$ cat src/rtl/handshake_pkg.sv
// Shared definitions for the four-phase single-wire handshake link.
// Used by the transmitter (handshake_tx) and the matching receiver.
//   tx_state_e  : transmitter FSM states
//   rx_state_e  : receiver FSM states
//   sync_lvl_e  : decoded value of a 2-flop synchroniser ({stage1, stage0})
package handshake_pkg;

  typedef enum logic [1:0] {
    TX_IDLE    = 2'b00,
    TX_SEND    = 2'b01,
    TX_RELEASE = 2'b10,
    TX_DONE    = 2'b11
  } tx_state_e;

  typedef enum logic [1:0] {
    RX_RST  = 2'b00,
    RX_IDLE = 2'b01,
    RX_READ = 2'b10,
    RX_DONE = 2'b11
  } rx_state_e;

  typedef enum logic [1:0] {
    LOW     = 2'b00,
    RISING  = 2'b01,
    FALLING = 2'b10,
    HIGH    = 2'b11
  } sync_lvl_e;

endpackage

$ cat src/rtl/handshake_tx_if.sv
// Bundle of the handshake_tx local-side and link-side signals.
//   data_in/in_valid/in_ready : parallel word hand-off from local logic
//   ext_data/ext_valid        : serial bit and strobe towards the receiver
//   ext_wr_ack                : receiver acknowledge (asynchronous)
//   tx_done/busy              : status
//   tx_timeout                : ack watchdog pulse (HANDSHAKE_TX_TIMEOUT_EN only)
// Modports: slave = the transmitter, master = its environment.
interface handshake_tx_if #(
  parameter int unsigned BUFFER_WIDTH = 32
) ();

  logic [BUFFER_WIDTH-1:0] data_in;
  logic                    in_valid;
  logic                    in_ready;
  logic                    ext_data;
  logic                    ext_valid;
  logic                    ext_wr_ack;
  logic                    tx_done;
  logic                    busy;
`ifdef HANDSHAKE_TX_TIMEOUT_EN
  logic                    tx_timeout;

  modport slave (
    input  data_in, in_valid, ext_wr_ack,
    output in_ready, ext_data, ext_valid, tx_done, busy, tx_timeout
  );

  modport master (
    output data_in, in_valid, ext_wr_ack,
    input  in_ready, ext_data, ext_valid, tx_done, busy, tx_timeout
  );
`else
  modport slave (
    input  data_in, in_valid, ext_wr_ack,
    output in_ready, ext_data, ext_valid, tx_done, busy
  );

  modport master (
    output data_in, in_valid, ext_wr_ack,
    input  in_ready, ext_data, ext_valid, tx_done, busy
  );
`endif

endinterface

$ cat src/rtl/sync_2ff.sv
// Two-flop synchroniser for a single asynchronous level.
//   clock : destination clock
//   reset : asynchronous active-low reset, clears both stages
//   d     : asynchronous input
//   q     : {stage1, stage0}; both stages exposed so callers can
//           distinguish settled HIGH/LOW from transitions
module sync_2ff (
  input  logic       clock,
  input  logic       reset,
  input  logic       d,
  output logic [1:0] q
);

  always_ff @(posedge clock or negedge reset) begin
    if (!reset) begin
      q <= '0;
    end else begin
      q <= {q[0], d};
    end
  end

endmodule

$ cat src/rtl/handshake_tx.sv
// Serial four-phase transmitter: takes a BUFFER_WIDTH-bit word and sends it
// LSB first, one bit per complete ext_valid/ext_wr_ack handshake.
//   clock : system clock, rising edge
//   reset : asynchronous active-low reset
//   bus   : handshake_tx_if.slave (word hand-off, serial link, status)
// Optional ack watchdog enabled by defining HANDSHAKE_TX_TIMEOUT_EN; it then
// drives bus.tx_timeout and abandons the word after TIMEOUT_CYCLES cycles
// without progress.
module handshake_tx
  import handshake_pkg::*;
#(
  parameter int unsigned BUFFER_WIDTH   = 32,
  parameter int unsigned TIMEOUT_CYCLES = 1024
) (
  input  logic          clock,
  input  logic          reset,
  handshake_tx_if.slave bus
);

  localparam int unsigned      IDX_W    = $clog2(BUFFER_WIDTH) + 1;
  localparam logic [IDX_W-1:0] LAST_IDX = IDX_W'(BUFFER_WIDTH - 1);

  if (BUFFER_WIDTH < 1 || TIMEOUT_CYCLES < 2) begin : g_param_check
    $error("handshake_tx: BUFFER_WIDTH must be >= 1 and TIMEOUT_CYCLES >= 2");
  end

  tx_state_e               state_q, state_d;
  logic [BUFFER_WIDTH-1:0] shift_q, shift_d;
  logic [IDX_W-1:0]        idx_q, idx_d;
  logic                    data_q, data_d;
  logic                    valid_q, valid_d;
  logic                    done_q, done_d;
  logic                    ready_q, ready_d;
  logic [1:0]              ack_sync;
  logic                    ack_high, ack_low;

  sync_2ff u_ack_sync (
    .clock (clock),
    .reset (reset),
    .d     (bus.ext_wr_ack),
    .q     (ack_sync)
  );

  assign ack_high = (sync_lvl_e'(ack_sync) == HIGH);
  assign ack_low  = (sync_lvl_e'(ack_sync) == LOW);

`ifdef HANDSHAKE_TX_TIMEOUT_EN
  localparam int unsigned      CNT_W    = $clog2(TIMEOUT_CYCLES) + 1;
  localparam logic [CNT_W-1:0] CNT_LAST = CNT_W'(TIMEOUT_CYCLES - 1);

  logic [CNT_W-1:0] cnt_q, cnt_d;
  logic             timeout_q, timeout_d;
`endif

  always_comb begin
    state_d = state_q;
    shift_d = shift_q;
    idx_d   = idx_q;
    data_d  = data_q;
    valid_d = valid_q;
    done_d  = 1'b0;
    ready_d = 1'b0;

    unique case (state_q)
      TX_IDLE: begin
        valid_d = 1'b0;
        if (bus.in_valid && ready_q) begin
          shift_d = bus.data_in;
          idx_d   = '0;
          data_d  = bus.data_in[0];
          state_d = TX_SEND;
        end
      end
      TX_SEND: begin
        // Strobe rises only once ack is settled LOW; an ack already HIGH
        // on entry is consumed as a normal acknowledge.
        if (ack_high) begin
          valid_d = 1'b0;
          state_d = TX_RELEASE;
        end else if (ack_low) begin
          valid_d = 1'b1;
        end
      end
      TX_RELEASE: begin
        valid_d = 1'b0;
        if (ack_low) begin
          if (idx_q == LAST_IDX) begin
            state_d = TX_DONE;
          end else begin
            // Shifting right once per bit keeps the next bit at shift[0],
            // equivalent to indexing the original word at idx+1.
            idx_d   = idx_q + IDX_W'(1);
            shift_d = shift_q >> 1;
            data_d  = shift_d[0];
            state_d = TX_SEND;
          end
        end
      end
      TX_DONE: begin
        done_d  = 1'b1;
        idx_d   = '0;
        state_d = TX_IDLE;
      end
    endcase

`ifdef HANDSHAKE_TX_TIMEOUT_EN
    timeout_d = 1'b0;
    cnt_d     = '0;
    if (state_q == TX_SEND || state_q == TX_RELEASE) begin
      if (cnt_q == CNT_LAST) begin
        state_d   = TX_IDLE;
        valid_d   = 1'b0;
        idx_d     = '0;
        timeout_d = 1'b1;
      end else if (state_d == state_q) begin
        cnt_d = cnt_q + CNT_W'(1);
      end
    end
`endif

    // Ready is registered and only granted after a full IDLE cycle, so the
    // DONE -> IDLE cycle (tx_done high) never accepts a new word.
    ready_d = (state_q == TX_IDLE) && (state_d == TX_IDLE);
  end

  always_ff @(posedge clock or negedge reset) begin
    if (!reset) begin
      state_q <= TX_IDLE;
      shift_q <= '0;
      idx_q   <= '0;
      data_q  <= 1'b0;
      valid_q <= 1'b0;
      done_q  <= 1'b0;
      ready_q <= 1'b0;
    end else begin
      state_q <= state_d;
      shift_q <= shift_d;
      idx_q   <= idx_d;
      data_q  <= data_d;
      valid_q <= valid_d;
      done_q  <= done_d;
      ready_q <= ready_d;
    end
  end

`ifdef HANDSHAKE_TX_TIMEOUT_EN
  always_ff @(posedge clock or negedge reset) begin
    if (!reset) begin
      cnt_q     <= '0;
      timeout_q <= 1'b0;
    end else begin
      cnt_q     <= cnt_d;
      timeout_q <= timeout_d;
    end
  end

  assign bus.tx_timeout = timeout_q;
`endif

  assign bus.in_ready  = ready_q;
  assign bus.ext_data  = data_q;
  assign bus.ext_valid = valid_q;
  assign bus.tx_done   = done_q;
  assign bus.busy      = (state_q != TX_IDLE);

endmodule
$ cat src/flat_wrapper.sv
// flat-port wrapper written by rule: the top's interface ports become plain ports
module handshake_tx_flat import handshake_pkg::*;
#(
  parameter int unsigned BUFFER_WIDTH   = 32,
  parameter int unsigned TIMEOUT_CYCLES = 1024
)
  (clock, reset, bus_data_in, bus_in_valid, bus_ext_wr_ack, bus_in_ready, bus_ext_data, bus_ext_valid, bus_tx_done, bus_busy);
  handshake_tx_if #(.BUFFER_WIDTH(BUFFER_WIDTH)) bus_i ();
  input  logic clock;
  input  logic reset;
  input wire logic [$bits(bus_i.data_in)-1:0] bus_data_in;
  input wire logic [$bits(bus_i.in_valid)-1:0] bus_in_valid;
  input wire logic [$bits(bus_i.ext_wr_ack)-1:0] bus_ext_wr_ack;
  output wire logic [$bits(bus_i.in_ready)-1:0] bus_in_ready;
  output wire logic [$bits(bus_i.ext_data)-1:0] bus_ext_data;
  output wire logic [$bits(bus_i.ext_valid)-1:0] bus_ext_valid;
  output wire logic [$bits(bus_i.tx_done)-1:0] bus_tx_done;
  output wire logic [$bits(bus_i.busy)-1:0] bus_busy;
  assign bus_i.data_in = bus_data_in;
  assign bus_i.in_valid = bus_in_valid;
  assign bus_i.ext_wr_ack = bus_ext_wr_ack;
  assign bus_in_ready = bus_i.in_ready;
  assign bus_ext_data = bus_i.ext_data;
  assign bus_ext_valid = bus_i.ext_valid;
  assign bus_tx_done = bus_i.tx_done;
  assign bus_busy = bus_i.busy;
  handshake_tx #(.BUFFER_WIDTH(BUFFER_WIDTH), .TIMEOUT_CYCLES(TIMEOUT_CYCLES)) u_core (.clock(clock), .reset(reset), .bus(bus_i));
endmodule
$ cat config.mk
export PLATFORM = sky130hd
export DESIGN_NAME = handshake_tx_flat
export DESIGN_NICKNAME = d
export VERILOG_FILES = /design/src/rtl/handshake_pkg.sv /design/src/rtl/handshake_tx_if.sv /design/src/rtl/sync_2ff.sv /design/src/rtl/handshake_tx.sv /design/src/flat_wrapper.sv
export SDC_FILE = /design/constraint.sdc
export NUM_CORES = 1
export LEC_CHECK = 0
export ABC_AREA = 1
export BUFFER_PORTS_ARGS = -buffer_cell sky130_fd_sc_hd__buf_2
export CAP_MARGIN = 20
export CORE_AREA = 2 2 91 49
export CTS_BUF_LIST = sky130_fd_sc_hd__clkbuf_8 sky130_fd_sc_hd__clkbuf_16
export CTS_CLUSTER_DIAMETER = 50
export DETAILED_ROUTE_END_ITERATION = 6
export DIE_AREA = 0 0 93 51
export PLACE_DENSITY = 0.87
export SYNTH_ARGS = -nofsm -noshare
export SYNTH_HDL_FRONTEND = slang
export SYNTH_SLANG_ARGS = --single-unit
$ cat constraint.sdc
create_clock -name clock -period 2.55 [get_ports clock]
set_input_delay 0.255 -clock clock [delete_from_list [all_inputs] [get_ports clock]]
set_output_delay 0.255 -clock clock [all_outputs]
set_load 0.02 [all_outputs]
==> impl_metrics.tcl <==
set metrics [dict create \
    seqCellArea_um2 1130 \
    multi_input_area_um2 1030 \
    layout-drive-gt1-share_pct 16.3 \
    setup.worst_path.end_class "flip-flop" \
    r2r-start "u_core.state_q[1]$_DFF_PN0_" \
    cp.required_ps 2790 \
    cts_hold_buf 0 \
    synth_cell_type_count 18 \
    timing_hold_violations_final 0 \
    num_clock_sinks 45 \
    reg2reg_to "u_core.shift_q[0]$_DFFE_PN0P_" \
    cellLeakagePower_nw 1.49 \
    tightest_slew_ps 953 \
    floorplan.die.height_um 51 \
    final.min_clock_period_ps 1930 \
    post_cts_buffers 0 \
    floorplan_row_count 17 \
    die_w_um 93 \
    timing.critical_path.slowest_cell_delay_ps 720 \
    worst_hold_end "u_core.u_ack_sync.q[0]$_DFF_PN0_" \
    critical_path_fanout_max 33 \
    clk_latency_ps 300 \
    timing.max_cap.violations 0 \
    setup.worst_path.class "reg2reg" \
    hold_start "bus_ext_wr_ack" \
    floorplan.initialDensity_pct 56.9 \
    clkTransAtPathRegs_ps 90 \
    gr-total-overflow 0 \
    ant_nets 0 \
    startpoint_type "flip-flop" \
    final_core_utilization_pct 64.3 \
    wirelength_mm 4.92 \
    htree_num_levels 2 \
    grt_pass1_wl_mm 8.20 \
    regToRegSetupSlack_ps 620 \
    layout.filler_cells 391 \
    leading_area_contributor_after_synthesis "sky130_fd_sc_hd__dfrtp_1" \
    core-area_um2 4080 \
    via_count 2053 \
    final.setup.tns_ps 0 \
    yosys.area.top_type_share_pct 48.5 \
    floorplan.die_area_um2 4740 \
    setup-violations-final 0 \
    crit_slowest_cell "sky130_fd_sc_hd__inv_1" \
    avgViaCountPerCell 4.97 \
    antennaDiodeCount 0 \
    peakVddDrop_v 0.000422 \
    arr_time_crit_path_ps 2180 \
    post-dp-hpwl_mm 3.34 \
    num-nets-final 392 \
    antenna_found_initial 0 \
    yosys_warnings 0 \
    cts_buffer_depth 2 \
    timing.hold.worst_path_depth 1 \
    top_level_ports 41 \
    achievable-frequency_mhz 517 \
    area_growth_syn_to_layout_pct 13.1 \
    grt_start_max_net_pins 46 \
    final_min_period_over_clock_period_pct 75.9 \
    syn-instance-count 320 \
    grt_pass1_vias 1841 \
    detail_route.wl_per_cell_um 11.9 \
    initialDrtViolationCount 88 \
    grt_setup_unrepaired "false" \
    outcome "finished clean" \
    cts-root-buf "sky130_fd_sc_hd__clkbuf_8" \
    holdCritPathClass "in2reg" \
    sequential_share_of_the_synthesized_area_pct 48.5 \
    post_synth.cell_area_avg_um2 7.26 \
    mappedNetlistNets 357 \
    synth.cell_area_um2 2320 \
    grt_use_total_pct 22.2 \
    cpMostUsedCell "sky130_fd_sc_hd__nand2_1" \
    tritoncts.num_buffers 5 \
    gp_congestion 0.862 \
    ys_top_cells_by_area "sky130_fd_sc_hd__dfrtp_1 48%, sky130_fd_sc_hd__nand2_1 29%, sky130_fd_sc_hd__nand3_1 8.4%" \
    dr.pass1.iters 4 \
    slew_violations 0 \
    remaining_drc_errors 0 \
    skew_ps 12.5 \
    critical_path.cell_chain "inv_1, nor2_4, inv_1, nand2_1, nand2_1, nand3_1, nand2_1" \
    worst-r2r-cell-count 7 \
    power_density_nw_per_um2 1070 \
    synth-seq-cells 45 \
    placement.io_buffers 40 \
    timing.max_slew.rel_slack_pct 36.4 \
    cts-resized-gates 0 \
    tritoncts "built" \
]
==> cells in the mapped netlist <==
cell type and number:
sky130_fd_sc_hd__nand2_1 182, sky130_fd_sc_hd__dfrtp_1 45, sky130_fd_sc_hd__nand3_1 39, sky130_fd_sc_hd__inv_1 10, sky130_fd_sc_hd__o21ai_0 10, sky130_fd_sc_hd__buf_2 9
sky130_fd_sc_hd__nor2_1 6, sky130_fd_sc_hd__buf_4 5, sky130_fd_sc_hd__buf_6 3, sky130_fd_sc_hd__inv_2 2, sky130_fd_sc_hd__nor2_4 2, sky130_fd_sc_hd__ha_1 1
sky130_fd_sc_hd__nand2_2 1, sky130_fd_sc_hd__nand2_4 1, sky130_fd_sc_hd__nand3b_1 1, sky130_fd_sc_hd__o211ai_1 1, sky130_fd_sc_hd__o21bai_1 1, sky130_fd_sc_hd__o221ai_1 1
==> report_power, final <==
part           switching, mW  internal (mW)
logic                  0.796          0.375
clock network          0.242          0.220
registers              0.169           1.01
==> critical path: cells and delay by family (launching register included) <==
family                 cells  cell delay (ps)
buffers and inverters      2              880
and+or+nand+nor            5              600
DFF                        1              400
==> area by class of cell <==
| class | count | area share (%) |
|---|---|---|
| Timing Repair Buffer | 45 | 9.62 |
| Clock inverter | 2 | 0.524 |
| Inverter | 12 | 1.72 |
| Tap cell | 57 | 2.72 |
| Clock buffer | 6 | 3.14 |
| Multi-Input combinational cell | 246 | 39.4 |
| Sequential cell | 45 | 42.9 |
==> worst max-delay path by stage <==
stage / start / to / cells after the start
after global placement: u_core.state_q[0]$_DFF_PN0_ / u_core.idx_q[5]$_DFFE_PN0P_ / 5
final: u_core.state_q[1]$_DFF_PN0_ / u_core.shift_q[0]$_DFFE_PN0P_ / 7
after floorplan: u_core.idx_q[0]$_DFFE_PN0P_ / u_core.shift_q[31]$_DFFE_PN0P_ / 10
after CTS: u_core.state_q[1]$_DFF_PN0_ / u_core.shift_q[0]$_DFFE_PN0P_ / 7
after global routing: u_core.state_q[1]$_DFF_PN0_ / u_core.shift_q[0]$_DFFE_PN0P_ / 7
after detailed placement: u_core.state_q[1]$_DFF_PN0_ / u_core.shift_q[0]$_DFFE_PN0P_ / 7
==> per-layer routing <==
layer | GRT usage [%] | wire (um) | vias to the layer above
li1 | - | - | 1063
met1 | 32.9 | 2510 | 926
met2 | 33.7 | 2020 | 60
met3 | 4.87 | 355 | 4
met4 | 5.39 | 33 | 0
met5 | 0 | 0 | -
==> per-stage QoR <==
step	setup slack [ps]	instances	area [um2]	power, mW	hold slack, ps
final	616	413	2630	2.81	56.7
after floorplan	1180	320	2320	2.16	-40.6
after detailed placement	652	403	2500	2.35	366
after CTS	624	411	2600	2.81	51.2
after global placement	705	403	2500	2.31	365
after global routing	457	413	2630	3.05	42.5
==> cells in the final DEF, fill, tap and decap left out <==
master	n
sky130_fd_sc_hd__nand2_1	182
sky130_fd_sc_hd__buf_12	1
sky130_fd_sc_hd__nor2_1	6
sky130_fd_sc_hd__buf_4	3
sky130_fd_sc_hd__nand2_4	1
sky130_fd_sc_hd__nor2_4	2
sky130_fd_sc_hd__clkinv_2	1
sky130_fd_sc_hd__inv_1	10
sky130_fd_sc_hd__ha_1	1
sky130_fd_sc_hd__dfrtp_1	45
sky130_fd_sc_hd__nand3b_1	1
sky130_fd_sc_hd__o211ai_1	1
sky130_fd_sc_hd__clkbuf_8	6
sky130_fd_sc_hd__inv_2	2
sky130_fd_sc_hd__clkinv_4	1
sky130_fd_sc_hd__o21bai_1	1
sky130_fd_sc_hd__nand2_2	1
sky130_fd_sc_hd__o221ai_1	1
sky130_fd_sc_hd__buf_2	40
sky130_fd_sc_hd__dlygate4sd3_1	1
sky130_fd_sc_hd__nand3_1	39
sky130_fd_sc_hd__o21ai_0	10
==> registers in the layout (all words and copies together), names as in the netlist <==
name and count:
u_core.shift_q 32, u_core.idx_q 6, u_core.state_q 2, u_core.u_ack_sync.q 2, u_core.bus.ext_valid 1, u_core.bus.in_ready 1, u_core.bus.tx_done 1
==> cells by family (layout without fill, tap and decap cells) <==
kind of cell             Yosys count  in the layout  share of synthesized area [%]
AND/OR/NAND/NOR                  232            232                           40.8
AO/OA/AOI/OAI                     13             13                           3.18
adder cells (fa/ha/maj)            1              1                          0.539
flip-flops                        45             45                           48.5
buffers and inverters             29             65                           6.95
No activity file was read; power rests on OpenSTA's default activity.
